--- src/rtl/div_pkg.sv ---
// Shared types and constants for the sequential unsigned divider.
// Pure definitions, no logic, no latency.
// No handshake of its own; the divider uses these for state and ALU control.
package div_pkg;

  typedef enum logic [1:0] {
    S_IDLE    = 2'd0,
    S_INIT    = 2'd1,
    S_COMPUTE = 2'd2,
    S_RES     = 2'd3
  } div_state_t;

  // Partial-remainder ALU operation: clear on operand load, trial-subtract while computing.
  localparam logic ALU_CLR = 1'b0;
  localparam logic ALU_SUB = 1'b1;

  // Ceiling log2, used to size the bit counter so it can hold WIDTH itself.
  function automatic int clog2(input int value);
    int r;
    r = 0;
    while ((1 << r) < value) r++;
    return r;
  endfunction

endpackage

--- src/rtl/div_fsm.sv ---
// Divider controller: IDLE -> INIT -> COMPUTE x WIDTH -> RES -> IDLE (INIT -> RES on zero divisor).
// Outputs are combinational decodes of the registered state, zero added latency.
// GO is only looked at in IDLE; requests arriving while busy are dropped, not queued.
module div_fsm
  import div_pkg::*;
(
  input  logic clk_i,
  input  logic rst_ni,
  input  logic go_i,
  input  logic b_is_zero_i,
  input  logic cnt_eq_1_i,
  output logic capture_o,
  output logic load_o,
  output logic shift_o,
  output logic res_load_o,
  output logic alu_op_o,
  output logic ready_o,
  output logic init_o,
  output logic compute_o,
  output logic res_o
);

  div_state_t state_q, state_d;

  // State register; reset parks the controller in IDLE.
  always_ff @(posedge clk_i or negedge rst_ni) begin
    if (!rst_ni) state_q <= S_IDLE;
    else         state_q <= state_d;
  end

  // Next-state logic; any unexpected encoding falls back to IDLE.
  always_comb begin
    state_d = state_q;
    case (state_q)
      S_IDLE:    if (go_i) state_d = S_INIT;
      S_INIT:    state_d = b_is_zero_i ? S_RES : S_COMPUTE;
      S_COMPUTE: if (cnt_eq_1_i) state_d = S_RES;
      S_RES:     state_d = S_IDLE;
      default:   state_d = S_IDLE;
    endcase
  end

  // Output decode; strobes stay one-hot and an illegal state reads as IDLE.
  always_comb begin
    capture_o  = 1'b0;
    load_o     = 1'b0;
    shift_o    = 1'b0;
    res_load_o = 1'b0;
    alu_op_o   = ALU_SUB;
    ready_o    = 1'b0;
    init_o     = 1'b0;
    compute_o  = 1'b0;
    res_o      = 1'b0;
    case (state_q)
      S_IDLE: begin
        ready_o   = 1'b1;
        capture_o = go_i;
      end
      S_INIT: begin
        init_o   = 1'b1;
        load_o   = 1'b1;
        alu_op_o = ALU_CLR;
      end
      S_COMPUTE: begin
        compute_o = 1'b1;
        shift_o   = 1'b1;
      end
      S_RES: begin
        res_o      = 1'b1;
        res_load_o = 1'b1;
      end
      default: ready_o = 1'b1;
    endcase
  end

endmodule

--- src/rtl/seq_unsigned_divider.sv ---
// Restoring shift-subtract unsigned divider, one quotient bit per cycle.
// Result/VALID land WIDTH+2 edges after GO is accepted (2 edges when B==0); WIDTH+3 cycles per op.
// GO/READY start handshake only; GO outside IDLE is ignored, results hold until the next load.
module seq_unsigned_divider
  import div_pkg::*;
#(
  parameter int WIDTH = 3
) (
  input  logic             SYS_CLOCK,
  input  logic             FSM_ARESET_N,
  input  logic             GO,
  input  logic [WIDTH-1:0] A,
  input  logic [WIDTH-1:0] B,
  output logic [WIDTH-1:0] QUOTIENT,
  output logic [WIDTH-1:0] REMAINDER,
  output logic             VALID,
  output logic             DIV_BY_ZERO,
  output logic             READY,
  output logic             INIT,
  output logic             COMPUTE,
  output logic             RES
);

  localparam int CW = clog2(WIDTH + 1);

  logic capture, load, shift, res_load, alu_op;

  logic [WIDTH-1:0] a_q, a_d, b_q, b_d, dq_q, dq_d;
  logic [WIDTH:0]   pr_q, pr_d;
  logic [CW-1:0]    cnt_q, cnt_d;
  logic             dz_q, dz_d;
  logic [WIDTH-1:0] quo_q, quo_d, rem_q, rem_d;
  logic             valid_q, valid_d, dbz_q, dbz_d;

  logic [WIDTH:0]   pr_sh, trial;
  logic             borrow;

  div_fsm u_fsm (
    .clk_i       (SYS_CLOCK),
    .rst_ni      (FSM_ARESET_N),
    .go_i        (GO),
    .b_is_zero_i (b_q == '0),
    .cnt_eq_1_i  (cnt_q == CW'(1)),
    .capture_o   (capture),
    .load_o      (load),
    .shift_o     (shift),
    .res_load_o  (res_load),
    .alu_op_o    (alu_op),
    .ready_o     (READY),
    .init_o      (INIT),
    .compute_o   (COMPUTE),
    .res_o       (RES)
  );

  // Trial subtract: the remainder always stays below B, so a borrow shows up as the MSB.
  always_comb begin
    pr_sh  = (pr_q << 1) | {{WIDTH{1'b0}}, dq_q[WIDTH-1]};
    trial  = pr_sh - {1'b0, b_q};
    borrow = trial[WIDTH];
  end

  // Datapath next-state: operand capture, load, one shift/subtract step, result load.
  always_comb begin
    a_d     = a_q;
    b_d     = b_q;
    dq_d    = dq_q;
    pr_d    = pr_q;
    cnt_d   = cnt_q;
    dz_d    = dz_q;
    quo_d   = quo_q;
    rem_d   = rem_q;
    valid_d = valid_q;
    dbz_d   = dbz_q;
    if (capture) begin
      a_d     = A;
      b_d     = B;
      valid_d = 1'b0;
      dbz_d   = 1'b0;
    end
    if (load) begin
      dq_d  = a_q;
      cnt_d = CW'(WIDTH);
      dz_d  = (b_q == '0);
    end
    if (load || shift) begin
      pr_d = (alu_op == ALU_CLR) ? '0 : (borrow ? pr_sh : trial);
    end
    if (shift) begin
      dq_d  = {dq_q[WIDTH-2:0], ~borrow};
      cnt_d = cnt_q - CW'(1);
    end
    if (res_load) begin
      quo_d   = dz_q ? '1 : dq_q;
      rem_d   = dz_q ? a_q : pr_q[WIDTH-1:0];
      valid_d = 1'b1;
      dbz_d   = dz_q;
    end
  end

  // Datapath registers; reset aborts any operation and clears every visible result.
  always_ff @(posedge SYS_CLOCK or negedge FSM_ARESET_N) begin
    if (!FSM_ARESET_N) begin
      a_q     <= '0;
      b_q     <= '0;
      dq_q    <= '0;
      pr_q    <= '0;
      cnt_q   <= '0;
      dz_q    <= 1'b0;
      quo_q   <= '0;
      rem_q   <= '0;
      valid_q <= 1'b0;
      dbz_q   <= 1'b0;
    end else begin
      a_q     <= a_d;
      b_q     <= b_d;
      dq_q    <= dq_d;
      pr_q    <= pr_d;
      cnt_q   <= cnt_d;
      dz_q    <= dz_d;
      quo_q   <= quo_d;
      rem_q   <= rem_d;
      valid_q <= valid_d;
      dbz_q   <= dbz_d;
    end
  end

  assign QUOTIENT    = quo_q;
  assign REMAINDER   = rem_q;
  assign VALID       = valid_q;
  assign DIV_BY_ZERO = dbz_q;

endmodule

--- config.mk ---
export PLATFORM = sky130hd
export DESIGN_NAME = seq_unsigned_divider
export DESIGN_NICKNAME = d
export VERILOG_FILES = /design/src/rtl/div_pkg.sv /design/src/rtl/div_fsm.sv /design/src/rtl/seq_unsigned_divider.sv
export SDC_FILE = /design/constraint.sdc
export NUM_CORES = 1
export LEC_CHECK = 0
export BUFFER_PORTS_ARGS = -buffer_cell sky130_fd_sc_hd__buf_2
export CORE_MARGIN = 5
export CORE_UTILIZATION = 30
export CTS_CLUSTER_DIAMETER = 40
export DETAILED_ROUTE_END_ITERATION = 10
export SLEW_MARGIN = 5
export SYNTH_ARGS = -nofsm -noshare
export SYNTH_HDL_FRONTEND = slang
export SYNTH_SLANG_ARGS = --single-unit
--- constraint.sdc ---
create_clock -name SYS_CLOCK -period 1.5 [get_ports SYS_CLOCK]
set_input_delay 0.225 -clock SYS_CLOCK [delete_from_list [all_inputs] [get_ports SYS_CLOCK]]
set_output_delay 0.225 -clock SYS_CLOCK [all_outputs]
set_load 0.02 [all_outputs]
# Word level (Yosys, flattened, before mapping)
# Cells that the tools add are included.
# word_totals
in_bits	9
reg_bits	25
output_inout_bits	12
wordCells	47
# op_classes
muxes	20
n_eq_ne	6
n_reduce_logical	6
bitwise	2
add_sub_neg	2
# ops
operator	count
$mux W3	6
$mux W1	9
$mux W2	4
$pmux W2 S4	1
$eq A2 B1 Y1 const B	2
$eq A2 B2 Y1 const B	2
$or A4 B1 Y4	1
$reduce_bool A2 Y1	2
$sub A4 B3 Y4	1
$logic_not A3 Y1	1
$logic_not A2 Y1	1
$ne A2 B1 Y1 const B	1
$ne A2 B2 Y1 const B	1
$reduce_and A2 Y1	1
$sub A2 B1 Y2 const B	1
$logic_or A1 B1 Y1	1
$not A1 Y1	1

# Longest topological paths before layout
# depth
ltp_word	4
mapped_depth	7
ltp_nobuf	7

# Cells and area by module
# A second synthesis with hierarchy kept.
# hier_totals
hier_cells	131
hier_area_um2	1338.8
# by_module_without_submodules
mod	cells_per_inst	instances	area_each_um2
seq_unsigned_divider	110	1	1137.3
div_fsm	21	1	201.4

# Worst setup path before layout
# Ideal clock, no wire load.
# synth_path
path_kind	register to register
start	reg u_fsm.state_q[0]
end	reg u_fsm.state_q[1]
required_ns	1.375
stages_incl_launch_ff	7
arrival_time_ns	1.617
setup_slack_ns	-0.241
path_buffers	1
setup_ns	0.125
cell_sequence	dfrtp_1 -> inv_1 -> ha_1 -> buf_2 -> inv_1 -> o22ai_1 -> mux2_2
# synth_via
elab_chain_cells	3
# synth_rtl
item	line	rtl
from (decl)	div_fsm.sv:23	div_state_t state_q, state_d;
from (signal assigned)	div_fsm.sv:28	else state_q <= state_d;
$eq A2 B2 Y1 or $logic_not A2 Y1 (tied branches)	div_fsm.sv:34	case (state_q)
$ne A2 B1 Y1 (no line) or $ne A2 B2 Y1 (tied branches)	-	
$reduce_and A2 Y1 (no line)	-	
# Several ways; a longest one is shown, not always the timed one.
# A chain may end at the register's enable or synchronous reset.

# Worst setup path after layout
# layout_path
start	reg pr_q[0]
end	reg pr_q[1]
# layout_via
elab_chain_cells	4
# layout_rtl
item	line	rtl
from (decl)	seq_unsigned_divider.sv:29	logic [WIDTH:0] pr_q, pr_d;
from (signal assigned)	seq_unsigned_divider.sv:117	pr_q <= pr_d;
$or A4 B1 Y4 *	seq_unsigned_divider.sv:57	pr_sh = (pr_q << 1) | {{WIDTH{1'b0}}, dq_q[WIDTH-1]};
$sub A4 B3 Y4	seq_unsigned_divider.sv:58	trial = pr_sh - {1'b0, b_q};
$mux W3 * (2 in series)	seq_unsigned_divider.sv:86	pr_d = (alu_op == ALU_CLR) ? '0 : (borrow ? pr_sh : trial);
# Mark *: on every way between the ends. The rest lies on a longest branch, timed or not.

==> results.toml <==
[layout]
final_util_pct = 42.6
fillers = 388
syn_to_final_growth_pct = 39.1
finalInstanceArea_sq_um = 1830
drive_gt1_share_pct = 45.2
nNetsFinal = 188
fin_cells = 220
num_antenna_cells = 0

[routing]
antenna_left = 0
wl_per_cell_um = 13.5
drtPass1Iterations = 4
vias_per_cell = 4.70
totalWireLength_um = 2980
drc = 0
vias = 1034
drt_first_iter_violations = 95

[run_status]
violations = "negative setup slack"
status = "finished with violations"

[global_route]
grt_max_degree = 26
grt_pass1_wl_um = 5200
grt_pass1_vias = 1062
grt_usage_pct = 11.0
antenna_found_initial = 0
grt_overflow_total = 0

[logic_synthesis]
ys_top_cells_by_count = "25 x dfrtp_1, 17 x nor2_1, 11 x inv_1"
synth_area_leaders = "dfrtp_1 48%, ha_1 8.6%, mux2_2 6.0%"
netlist.area_leader.share_pct = 47.6
ys_seq_area_share_pct = 47.6
ys.flop_type = "dfrtp_1"
syn_area_per_cell_sq_um = 10.5
synth.most_common_cell = "dfrtp_1"
synth_warnings = 0
synth.distinct_cells = 31
async_flop_share_pct = 100
syn_area_sq_um = 1310
synth_top_cell_by_area = "dfrtp_1"
synth_edf_count = 0
synth_cells = 125
synth-seq-cells = 25
synth_nets = 144

[placement]
hpwl_um = 2140
place_inst = 210
gp_congestion = 0.825
place_ws_ps = -226
portBuffers = 20
placedInstanceArea_sq_um = 1610

[sta]
fin_ws_ps = -126
fin_skew_ps = 2.11
fmax_mhz = 615
hold_viol_final = 0
fin_crit_sh_pct = 108
slew-limit-headroom_pct = 62.5
tightest_slew_ps = 562
setup_viol = 3
rsz0062_at_grt = "yes"
slew_violations = 0
period_needed_ps = 1630

[clocking]
cts_inserted_buffers = 3
cts_tree = "built"
htreeDepth = 1
clkTransAtPathRegs_ps = 80
worstSkewPairLatency_ps = 270
clkSinkCount = 25
root_buffer = "clkbuf_8"
clk_path_buf_depth = 2

[worst_setup_path]
path_class = "flip-flop to flip-flop"
cp_num_buf_inv = 0
worstPathRequired_ps = 1660
worstPathArrival_ps = 1780
cp-start-kind = "flip-flop"
endpoint_kind = "flip-flop"
critical_path.top_delay_family = "compound AO/OA/AOI/OAI gates"
crit_chain = "ha_4 -> nand2b_4 -> a21oi_4 -> xnor2_2 -> nor3_2 -> a311o_1"
cpPeakStageDelay_ps = 430
cp_max_fo = 3
rrSetupSlack_ps = -130
slowest_stage = "dfrtp_1"

[pwr]
peakVddDrop_mv = 0.746
p_leak_nw = 0.820
power_density_nw_per_um2 = 2750

[floorplan]
io_pins = 21
core-area_sq_um = 4290
placementRows = 24
floorplan.initialDensity_pct = 30.6
die_area_sq_um = 5800
fp.dieW_um = 76.2
die-height_um = 76.2

[worst_hold_path]
hold_class = "primary input to flip-flop"

[flow_run]
maxCapViolations = 0
-- worst register-to-register path: cells and delay by family, from the launching register on --
kind | cells | cell delay [ps]
simple gates | 2 | 130
compound gates | 2 | 480
fa+ha+maj | 1 | 300
xor+xnor | 1 | 170
flops | 1 | 430
-- registers in the layout, summed over array words and instances, names as in the netlist --
name / count
REMAINDER: 3
DIV_BY_ZERO: 1
pr_q: 3
QUOTIENT: 3
dq_q: 3
a_q: 3
dz_q: 1
VALID: 1
b_q: 3
cnt_q: 2
u_fsm.state_q: 2
-- final timing paths --
kind	start	endpoint	depth (start not counted)
min reg2reg	VALID$_DFFE_PN0P_	VALID$_DFFE_PN0P_	1
max	pr_q[0]$_DFFE_PN0P_	pr_q[1]$_DFFE_PN0P_	6
max reg2reg	pr_q[0]$_DFFE_PN0P_	pr_q[1]$_DFFE_PN0P_	6
max in group asynchronous	FSM_ARESET_N	u_fsm.state_q[0]$_DFFE_PN0P_	2
min in group asynchronous	FSM_ARESET_N	a_q[0]$_DFFE_PN0P_	2
min	B[2]	b_q[2]$_DFFE_PN0P_	2
-- final cells by class --
type	instances	area (sq um)	area share, %
Inverter	11	43.8	2.40
Sequential cell	25	627	34.3
Timing Repair Buffer	44	299	16.4
Clock buffer	4	45.0	2.46
Tap cell	52	65.1	3.56
Multi-Input combinational cell	84	748	40.9
-- report_power, final --
group          switching [W]  internal [W]
registers           0.000256       0.00102
clock network       0.000207      0.000190
logic                0.00166       0.00168
total                0.00213       0.00289
-- metrics by stage --
step	total power (W)	setup TNS (ps)	hold slack [ps]
6_report	0.00502	-364	183
5_1_grt	0.00547	-629	181
4_1_cts	0.00486	-379	176
3_5_place_dp	0.00402	-1130	246
3_3_place_gp	0.00394	-828	240
2_1_floorplan	0.00315	-457	-70.6
-- cell families (layout without fill, tap and decap cells) --
family	Yosys count	in the layout	synth area share, %
xor+xnor	2	2	1.91
flops	25	25	47.6
simple gates	33	33	11.5
compound gates	26	26	13.5
mux	13	13	10.6
fa+ha+maj	10	10	10.1
buf+inv	16	59	4.76
-- routing by layer --
| layer | share of wire (%) | vias to the layer above | GRT usage [%] |
|---|---|---|---|
| li1 | - | 512 | - |
| met1 | 44 | 492 | 13.7 |
| met4 | 2.4 | 0 | 4.72 |
| met5 | 0 | - | 0 |
| met2 | 47 | 23 | 17.6 |
| met3 | 6.0 | 7 | 3.43 |
-- placed cells by master, fill, tap and decap left out, types with 2 or more instances in the layout --
| cell type | instances |
|---|---|
| buf_4 | 22 |
| clkbuf_8 | 3 |
| xnor2_2 | 2 |
| nor2b_1 | 3 |
| o31ai_1 | 2 |
| mux2_2 | 7 |
| mux2i_1 | 6 |
| nor2_2 | 2 |
| ha_4 | 6 |
| dfrtp_1 | 24 |
| nand2_1 | 3 |
| a311o_1 | 2 |
| nand2b_1 | 2 |
| ha_1 | 2 |
| nor2_1 | 16 |
| buf_6 | 3 |
| buf_2 | 18 |
| a21oi_1 | 10 |
| nor3_2 | 2 |
| inv_1 | 8 |
| inv_2 | 2 |
| o21ai_0 | 3 |
-- repair_timing --
action	CTS	global route
setup endpoints to repair	16	10
gates cloned	0	0
gates resized for setup	14	13
buffers inserted	5	0
pin swaps	7	5
hold buffers	1	0
hold endpoints to repair	25	0
(Power assumes the default switching activity.)
